## src/rtl/muldiv_unit_if.sv

```systemverilog
// Handshake and operand/result bundle between the execute-stage control and the multiply/divide unit.
interface muldiv_unit_if #(
  parameter int XLEN = 32
);
  logic            start;
  logic [2:0]      op;
  logic [XLEN-1:0] A;
  logic [XLEN-1:0] B;
  logic            busy;
  logic            done;
  logic [XLEN-1:0] result;
  logic            Zero;

  modport master (output start, op, A, B, input busy, done, result, Zero);
  modport slave  (input start, op, A, B, output busy, done, result, Zero);
endinterface

```

## src/rtl/muldiv_unit.sv

```systemverilog
// Iterative RV32M multiply/divide: XLEN shift-add or restoring-divide steps on operand magnitudes,
// followed by one cycle of sign correction and special-case selection.
module muldiv_unit #(
  parameter int XLEN = 32
) (
  input logic            clk,
  input logic            rst,
  muldiv_unit_if.slave   bus
);

  localparam int              CW        = $clog2(XLEN) + 1;
  localparam logic [CW-1:0]   LAST_STEP = CW'(XLEN - 1);

  localparam logic [2:0] OP_MUL    = 3'b000;
  localparam logic [2:0] OP_MULH   = 3'b001;
  localparam logic [2:0] OP_MULHSU = 3'b010;
  localparam logic [2:0] OP_MULHU  = 3'b011;
  localparam logic [2:0] OP_DIV    = 3'b100;
  localparam logic [2:0] OP_DIVU   = 3'b101;
  localparam logic [2:0] OP_REM    = 3'b110;
  localparam logic [2:0] OP_REMU   = 3'b111;

  typedef enum logic [1:0] {
    IDLE   = 2'd0,
    RUN    = 2'd1,
    FINISH = 2'd2
  } state_t;

  state_t            state_q, state_d;
  logic [CW-1:0]     cnt_q, cnt_d;
  logic [2:0]        op_q, op_d;
  logic [XLEN-1:0]   a_q, a_d;
  logic [XLEN-1:0]   opnd_q, opnd_d;
  logic [2*XLEN-1:0] acc_q, acc_d;
  logic              neg_q, neg_d;
  logic              neg_rem_q, neg_rem_d;
  logic              bzero_q, bzero_d;
  logic              busy_q, busy_d;
  logic              done_q, done_d;
  logic [XLEN-1:0]   result_q, result_d;
  logic              zero_q, zero_d;

  logic              a_signed, b_signed, a_neg, b_neg;
  logic [XLEN-1:0]   a_mag, b_mag;
  logic [XLEN:0]     mul_sum;
  logic [2*XLEN-1:0] mul_next;
  logic [XLEN:0]     div_shift, div_diff;
  logic              div_ok;
  logic [2*XLEN-1:0] div_next;
  logic [2*XLEN-1:0] prod_s;
  logic [XLEN-1:0]   quo_s, rem_s, fin;

  // Operand decode happens on the live bus so magnitudes are ready at the accepting edge.
  always_comb begin
    a_signed = (bus.op == OP_MULH) || (bus.op == OP_MULHSU) ||
               (bus.op == OP_DIV)  || (bus.op == OP_REM);
    b_signed = (bus.op == OP_MULH) || (bus.op == OP_DIV) || (bus.op == OP_REM);
    a_neg    = a_signed && bus.A[XLEN-1];
    b_neg    = b_signed && bus.B[XLEN-1];
    a_mag    = a_neg ? (~bus.A + 1'b1) : bus.A;
    b_mag    = b_neg ? (~bus.B + 1'b1) : bus.B;
  end

  // acc holds {high, low} product while multiplying and {remainder, quotient} while dividing.
  always_comb begin
    mul_sum   = {1'b0, acc_q[2*XLEN-1:XLEN]} + (acc_q[0] ? {1'b0, opnd_q} : '0);
    mul_next  = {mul_sum, acc_q[XLEN-1:1]};
    div_shift = {acc_q[2*XLEN-1:XLEN], acc_q[XLEN-1]};
    div_diff  = div_shift - {1'b0, opnd_q};
    div_ok    = ~div_diff[XLEN];
    div_next  = {(div_ok ? div_diff[XLEN-1:0] : div_shift[XLEN-1:0]), acc_q[XLEN-2:0], div_ok};
  end

  // Divide-by-zero bypasses the corrected values; signed overflow falls out of the magnitude math.
  always_comb begin
    prod_s = neg_q ? (~acc_q + 1'b1) : acc_q;
    quo_s  = neg_q ? (~acc_q[XLEN-1:0] + 1'b1) : acc_q[XLEN-1:0];
    rem_s  = neg_rem_q ? (~acc_q[2*XLEN-1:XLEN] + 1'b1) : acc_q[2*XLEN-1:XLEN];
    case (op_q)
      OP_MUL:                        fin = prod_s[XLEN-1:0];
      OP_MULH, OP_MULHSU, OP_MULHU:  fin = prod_s[2*XLEN-1:XLEN];
      OP_DIV, OP_DIVU:               fin = bzero_q ? '1 : quo_s;
      default:                       fin = bzero_q ? a_q : rem_s;
    endcase
  end

  always_comb begin
    state_d   = state_q;
    cnt_d     = cnt_q;
    op_d      = op_q;
    a_d       = a_q;
    opnd_d    = opnd_q;
    acc_d     = acc_q;
    neg_d     = neg_q;
    neg_rem_d = neg_rem_q;
    bzero_d   = bzero_q;
    busy_d    = busy_q;
    done_d    = 1'b0;
    result_d  = result_q;
    zero_d    = zero_q;
    case (state_q)
      IDLE: begin
        if (bus.start) begin
          op_d      = bus.op;
          a_d       = bus.A;
          opnd_d    = bus.op[2] ? b_mag : a_mag;
          acc_d     = {{XLEN{1'b0}}, (bus.op[2] ? a_mag : b_mag)};
          neg_d     = a_neg ^ b_neg;
          neg_rem_d = a_neg;
          bzero_d   = (bus.B == '0);
          cnt_d     = '0;
          busy_d    = 1'b1;
          state_d   = RUN;
        end
      end
      RUN: begin
        acc_d = op_q[2] ? div_next : mul_next;
        cnt_d = cnt_q + 1'b1;
        if (cnt_q == LAST_STEP) begin
          state_d = FINISH;
        end
      end
      FINISH: begin
        result_d = fin;
        zero_d   = (fin == '0);
        done_d   = 1'b1;
        busy_d   = 1'b0;
        state_d  = IDLE;
      end
      default: begin
        busy_d  = 1'b0;
        state_d = IDLE;
      end
    endcase
  end

  always_ff @(posedge clk or posedge rst) begin
    if (rst) begin
      state_q   <= IDLE;
      cnt_q     <= '0;
      op_q      <= '0;
      a_q       <= '0;
      opnd_q    <= '0;
      acc_q     <= '0;
      neg_q     <= 1'b0;
      neg_rem_q <= 1'b0;
      bzero_q   <= 1'b0;
      busy_q    <= 1'b0;
      done_q    <= 1'b0;
      result_q  <= '0;
      zero_q    <= 1'b1;
    end else begin
      state_q   <= state_d;
      cnt_q     <= cnt_d;
      op_q      <= op_d;
      a_q       <= a_d;
      opnd_q    <= opnd_d;
      acc_q     <= acc_d;
      neg_q     <= neg_d;
      neg_rem_q <= neg_rem_d;
      bzero_q   <= bzero_d;
      busy_q    <= busy_d;
      done_q    <= done_d;
      result_q  <= result_d;
      zero_q    <= zero_d;
    end
  end

  assign bus.busy   = busy_q;
  assign bus.done   = done_q;
  assign bus.result = result_q;
  assign bus.Zero   = zero_q;

endmodule

```

## src/flat_wrapper.sv

```systemverilog
// flat-port wrapper written by rule: the top's interface ports become plain ports
module muldiv_unit_flat 
#(
  parameter int XLEN = 32
)
  (clk, rst, bus_start, bus_op, bus_A, bus_B, bus_busy, bus_done, bus_result, bus_Zero);
  muldiv_unit_if #(.XLEN(XLEN)) bus_i ();
  input logic clk;
  input logic rst;
  input wire logic [$bits(bus_i.start)-1:0] bus_start;
  input wire logic [$bits(bus_i.op)-1:0] bus_op;
  input wire logic [$bits(bus_i.A)-1:0] bus_A;
  input wire logic [$bits(bus_i.B)-1:0] bus_B;
  output wire logic [$bits(bus_i.busy)-1:0] bus_busy;
  output wire logic [$bits(bus_i.done)-1:0] bus_done;
  output wire logic [$bits(bus_i.result)-1:0] bus_result;
  output wire logic [$bits(bus_i.Zero)-1:0] bus_Zero;
  assign bus_i.start = bus_start;
  assign bus_i.op = bus_op;
  assign bus_i.A = bus_A;
  assign bus_i.B = bus_B;
  assign bus_busy = bus_i.busy;
  assign bus_done = bus_i.done;
  assign bus_result = bus_i.result;
  assign bus_Zero = bus_i.Zero;
  muldiv_unit #(.XLEN(XLEN)) u_core (.clk(clk), .rst(rst), .bus(bus_i));
endmodule
```

## config.mk

```make
export PLATFORM = sky130hd
export DESIGN_NAME = muldiv_unit_flat
export DESIGN_NICKNAME = d
export VERILOG_FILES = /design/src/rtl/muldiv_unit_if.sv /design/src/rtl/muldiv_unit.sv /design/src/flat_wrapper.sv
export SDC_FILE = /design/constraint.sdc
export NUM_CORES = 1
export LEC_CHECK = 0
export ABC_CLOCK_PERIOD_IN_PS = 4950
export BUFFER_PORTS_ARGS = -buffer_cell sky130_fd_sc_hd__buf_2
export CAP_MARGIN = 0
export CELL_PAD_IN_SITES_DETAIL_PLACEMENT = 1
export CELL_PAD_IN_SITES_GLOBAL_PLACEMENT = 2
export CORE_MARGIN = 2
export CORE_UTILIZATION = 33
export CTS_CLUSTER_SIZE = 20
export DETAILED_ROUTE_END_ITERATION = 12
export PLACE_DENSITY_LB_ADDON = 0.1
export SLEW_MARGIN = 20
export SYNTH_ARGS = -nofsm -noshare
export SYNTH_HDL_FRONTEND = slang
export SYNTH_SLANG_ARGS = --single-unit
```

## constraint.sdc

```tcl
create_clock -name clk -period 4.95 [get_ports clk]
set_input_delay 0.495 -clock clk [delete_from_list [all_inputs] [get_ports clk]]
set_output_delay 0.495 -clock clk [all_outputs]
set_load 0.05 [all_outputs]
```

Yosys cells after proc, flatten, opt, wreduce, memory -nomap -nowiden --
Cells that the tools add are included. W data, S select, Z words.
Storage, ports and cells: bits in registers 177, word-level logic and storage cells 84, output and inout bits 35
Cells by class: reduce and logical (&&, ||, !) cells 18, equality and inequality tests 14, muxes and demuxes 23, $add $sub $neg 8, bitwise operators 8
Operator list (count):
- $mux W32 | 10
- $mux W64 | 3
- $add A32 B1 Y32 const B | 4
- $not A32 Y32 | 4
- $pmux W64 S2 | 1
- $pmux W32 S3 | 1
- $add A64 B1 Y64 const B | 1
- $logic_not A32 Y1 | 2
- $not A64 Y64 | 1
- $add A32 B33 Y33 | 1
- $sub A33 B32 Y33 | 1
- $eq A3 B3 Y1 const B | 4
- $pmux W6 S2 | 1
- $eq A3 B2 Y1 const B | 3
- $reduce_and A2 Y1 | 4
- $add A6 B1 Y6 const B | 1
- $eq A3 B1 Y1 const B | 2
- $eq A6 B5 Y1 const B | 1
- $mux W6 | 1
- $logic_or A1 B1 Y1 | 5
- $mux W2 | 2
- $pmux W2 S2 | 1
- $logic_not A3 Y1 | 1
- $reduce_or A3 Y1 | 1
- other kinds (12) | 15

Logic depth before layout (Yosys ltp) --
depth after elaboration 9, depth in mapped cells 14

Worst setup path before layout --
No wires, ideal clock.
path kind reg-to-reg, start point reg u_core.acc_q[0], end point reg u_core.zero_q (netlist: u_core.bus.Zero), buffers on the path 3, clock period less this slack 3.665 ns, arrival 3.579 ns, setup time 0.086 ns, stages on the path, launching flop included 15, path slack 1.285 ns, path through dfrtp_1 > inv_1 > clkbuf_1 > ha_1 > or4b_2 > clkbuf_1 > or2_2 > buf_2 > o41ai_1 > o221ai_1 > a21oi_1 > nand2_1 > nor4_1 > nand4_1 > o31ai_2
On the way: cells in the longest elaborated chain, start to end 6, elaborated cells on any way between the ends 9, those cells by class add/sub: 2; mux: 4; bitwise: 2; reduce/logical: 1
RTL lines:
- start: declaration | RTL line muldiv_unit.sv:34 | logic [2*XLEN-1:0] acc_q, acc_d;
- start signal: assignment | RTL line muldiv_unit.sv:144 | acc_q <= '0;
- start signal: assignment | RTL line muldiv_unit.sv:158 | acc_q <= acc_d;
- $not A32 Y32 | RTL line muldiv_unit.sv:77 | quo_s = neg_q ? (~acc_q[XLEN-1:0] + 1'b1) : acc_q[XLEN-1:0];
- $add A32 B1 Y32 | RTL line muldiv_unit.sv:77
- $mux W32 | RTL line muldiv_unit.sv:77
- $mux W32 | RTL line muldiv_unit.sv:82 | OP_DIV, OP_DIVU: fin = bzero_q ? '1 : quo_s;
- $pmux W32 S3 * | RTL line muldiv_unit.sv:79 | case (op_q)
- $logic_not A32 Y1 * | RTL line muldiv_unit.sv:125 | zero_d = (fin == '0);
- end signal: assignment | RTL line muldiv_unit.sv:165 | zero_q <= zero_d;
- end: declaration | RTL line muldiv_unit.sv:41 | logic zero_q, zero_d;
Every way passes the cells marked *; elsewhere a longest branch is shown, timed or not. A chain may end at the register's enable or synchronous reset.

Worst setup path in the final report --
start point reg u_core.acc_q[31], end point reg u_core.acc_q[56]
On the way: cells in the longest elaborated chain, start to end 4
RTL lines:
- $sub A33 B32 Y33 | RTL line muldiv_unit.sv:69 | div_diff = div_shift - {1'b0, opnd_q};
- $mux W32 | RTL line muldiv_unit.sv:71 | div_next = {(div_ok ? div_diff[XLEN-1:0] : div_shift[XLEN-1:0]), acc_q[XLEN-2:0], div_ok};
- $mux W64 | RTL line muldiv_unit.sv:117 | acc_d = op_q[2] ? div_next : mul_next;
- $pmux W64 S2 | RTL line muldiv_unit.sv:101 | case (state_q)
Every way passes these cells.

==> impl_metrics.py <==
metrics = {
    "clock_network": {
        "cts_tree": "yes",
        "post_cts_buffers": 0,
        "clk_pin_slew_ps": 80,
        "clk_latency_ps": 510,
        "cts_hold_buf": 0,
        "clock-sinks": 177,
        "cts_resized": 0,
        "cts_max_path_buffers": 2,
        "cts-root-buf": "clkbuf_16",
        "numCtsBuffers": 17,
        "cts_max_level": 4,
    },
    "finish": {
        "final_design_area_no_fill_um2": 18300,
        "drive_above_1_share_pct": 10.6,
        "antenna_cells": 0,
        "final_util_pct": 37.2,
        "finalNetCount": 2344,
        "fin_cells": 2879,
        "area_growth_pct": 10.7,
    },
    "place": {
        "gp_congestion": 0.920,
        "placed_cell_area_um2": 17700,
        "port_buffers": 104,
        "dp.cells": 2848,
        "dp_hpwl_um": 59700,
    },
    "yosys": {
        "syn_nets": 2328,
        "synth-main-ff-cell": "dfrtp_1",
        "synth_common_cells": "nand2_1, nor2_1, a21oi_1",
        "yosys_warnings": 0,
        "synthMostInstantiatedCell": "nand2_1",
        "synth_edf_count": 0,
        "ys_types": 82,
        "postSynth.asyncResetShare_pct": 100,
        "synth.top_cells.by_area": "dfrtp_1, nand2_1, a21oi_1, ha_1, o21ai_0",
        "synth_top_area_share_pct": 26.7,
        "ys_seq_area_share_pct": 26.8,
        "avgSynthCellArea_um2": 7.55,
        "syn_inst": 2187,
        "yosysTopAreaCell": "dfrtp_1",
        "postSynthRegisterBits": 177,
        "synth_area_um2": 16500,
    },
    "drt": {
        "drtIter0Drc": 1284,
        "wire_per_inst_um": 26.4,
        "totalWireLength_um": 76100,
        "final_antenna_net_count": 0,
        "first_pass_iters": 5,
        "viasPerCell": 5.95,
        "dr_total_vias": 17100,
        "drc_errors": 0,
    },
    "global_routing": {
        "first_global_vias": 16900,
        "grt_max_degree": 137,
        "antenna_found_initial": 2,
        "overflow": 0,
        "grt_usage_pct": 29.9,
        "grt_pass1_wl_um": 113000,
    },
    "timing": {
        "max_freq_ghz": 0.229,
        "fin_crit_ps": 4360,
        "setup_viol_count_final": 0,
        "fin_skew_ps": 14.8,
        "min_period_over_period_pct": 88.2,
        "finalSetupTns_ps": 0,
        "max-slew-margin-rel_pct": 24.1,
        "drv_slew": 0,
        "rsz0062_at_grt": "no",
        "hold_viol": 0,
        "worstMarginPinSlew_ps": 1140,
    },
    "worst_setup_path": {
        "end_kind": "register",
        "crit_arrival_ps": 4710,
        "r2r-start": "u_core.acc_q[31]",
        "cp_max_fo": 15,
        "required_ps": 5300,
        "critPathLaunchType": "register",
        "critPathKind": "register to register",
        "crit_start": "u_core.acc_q[31]",
    },
    "power": {
        "p_clk_share_pct": 10.0,
        "power_frac_comb_pct": 67.7,
        "max-vdd-ir-drop_v": 0.000277,
        "p_leak_nw": 7.73,
        "switchingPower_mw": 8.21,
        "p_per_area_nw_per_um2": 809,
        "seq_power_share_pct": 22.3,
        "swShare_pct": 55.5,
        "internal_power_mw": 6.59,
    },
    "min_path": {
        "hold_path.class": "input port to asynchronous set/reset pin",
    },
    "status": {
        "outcome": "complete, no violations",
    },
    "die": {
        "coreArea_um2": 49200,
        "rows": 81,
        "die_y_um": 228,
        "die_w_um": 228,
        "initial_utilization_pct": 33.6,
        "io_pins": 105,
        "dieArea_um2": 51800,
    },
    "job": {
        "maxCapViolCount": 0,
    },
}
[sequential cells by signal, indices dropped and copies added (netlist names), 2 cells and up]
signal and cells:
u_core.a_q 32, u_core.acc_q 64, u_core.bus.result 32, u_core.cnt_q 6, u_core.op_q 3, u_core.opnd_q 32
u_core.state_q 2
[area by class of cell]
class	instances	area, µm²
clock buffer	19	443
clock inverter	12	148
fill	6061	30900
inverter	78	297
multi-input combinational	1774	11200
sequential	177	4430
tap	664	831
timing repair buffer	155	916
[final timing paths]
kind / to / slack (ps) / depth (start not counted)
max reg2reg: u_core.acc_q[56] / 590 / 14
min reg2reg: u_core.bus.result[1] / 470 / 2
min in group clk: u_core.a_q[21] / 240 / 3
max in group asynchronous: u_core.op_q[2] / 4020 / 3
max: u_core.acc_q[56] / 590 / 14
min: u_core.opnd_q[13] / 140 / 3
[cell usage in the layout, fill, tap and decap left out, types with 13 or more instances in the layout]
cell,netlist,routed
nand2_1,268,267
a21oi_1,194,194
nor2_1,197,194
dfrtp_1,176,175
o21ai_0,171,171
buf_2,8,104
xnor2_1,84,84
xor2_1,77,77
inv_1,77,76
mux2i_1,69,69
ha_1,69,69
nor3_1,58,58
a211oi_1,55,55
buf_4,0,50
nand3_1,42,41
o211ai_1,31,31
o31ai_1,28,28
nor4_1,28,26
and3_1,26,25
a21o_1,25,25
nand4_1,24,24
a31oi_1,23,23
nand2b_1,21,21
a22oi_1,21,21
or3_1,20,20
o41ai_1,18,18
clkbuf_16,0,17
or4_1,16,16
nor2b_1,15,15
o21a_1,13,13
o221ai_1,13,13
[critical path, cell delays in order (launching register included)]
cell and delay (ps):
dfrtp_1 440, inv_1 110, ha_1 170, inv_1 50, fa_1 420, a211oi_1 390, o211ai_1 220, a31oi_1 250
o211ai_1 270, a2111o_1 490, a21oi_1 770, nor2_2 60, buf_4 250, mux2i_1 180, o221ai_1 130
[stage by stage]
| stage | worst slack, ps | hold slack [ps] | power (mW) |
|---|---|---|---|
| 2_1_floorplan | 1290 | 437 | 9.70 |
| 4_1_cts | 633 | 200 | 14.7 |
| 3_5_place_dp | 644 | 459 | 13.1 |
| 6_report | 586 | 139 | 14.8 |
| 5_1_grt | 285 | 232 | 16.0 |
| 3_3_place_gp | 191 | 453 | 13.0 |
[per-layer routing]
| metal | share of wire [%] | track usage, % |
|---|---|---|
| met5 | 0.030 | 0 |
| met4 | 3.0 | 9.68 |
| met3 | 5.9 | 5.72 |
| met2 | 45 | 47.3 |
| met1 | 46 | 41.1 |
[power by group through the flow]
stage	logic, mW	registers [mW]	clock network, mW
floorplan	7.03	2.67	0
global placement	9.74	3.25	0
detailed placement	9.85	3.29	0
CTS	9.92	3.26	1.51
global route	11.0	3.36	1.56
finish	10.0	3.30	1.47
[kinds of logic (layout without fill, tap and decap cells)]
family / count (synthesis) / in the layout / share of synthesized area, %
DFF: 177 / 177 / 26.8
adders and majority gates: 71 / 71 / 5.47
xor gates and xnor gates: 161 / 161 / 8.54
AOI/OAI and AO/OA: 690 / 690 / 26.7
buffers and inverters: 236 / 264 / 5.49
muxes: 74 / 74 / 4.52
and+or+nand+nor: 778 / 778 / 22.5
No activity file was read; power rests on OpenSTA's default activity.
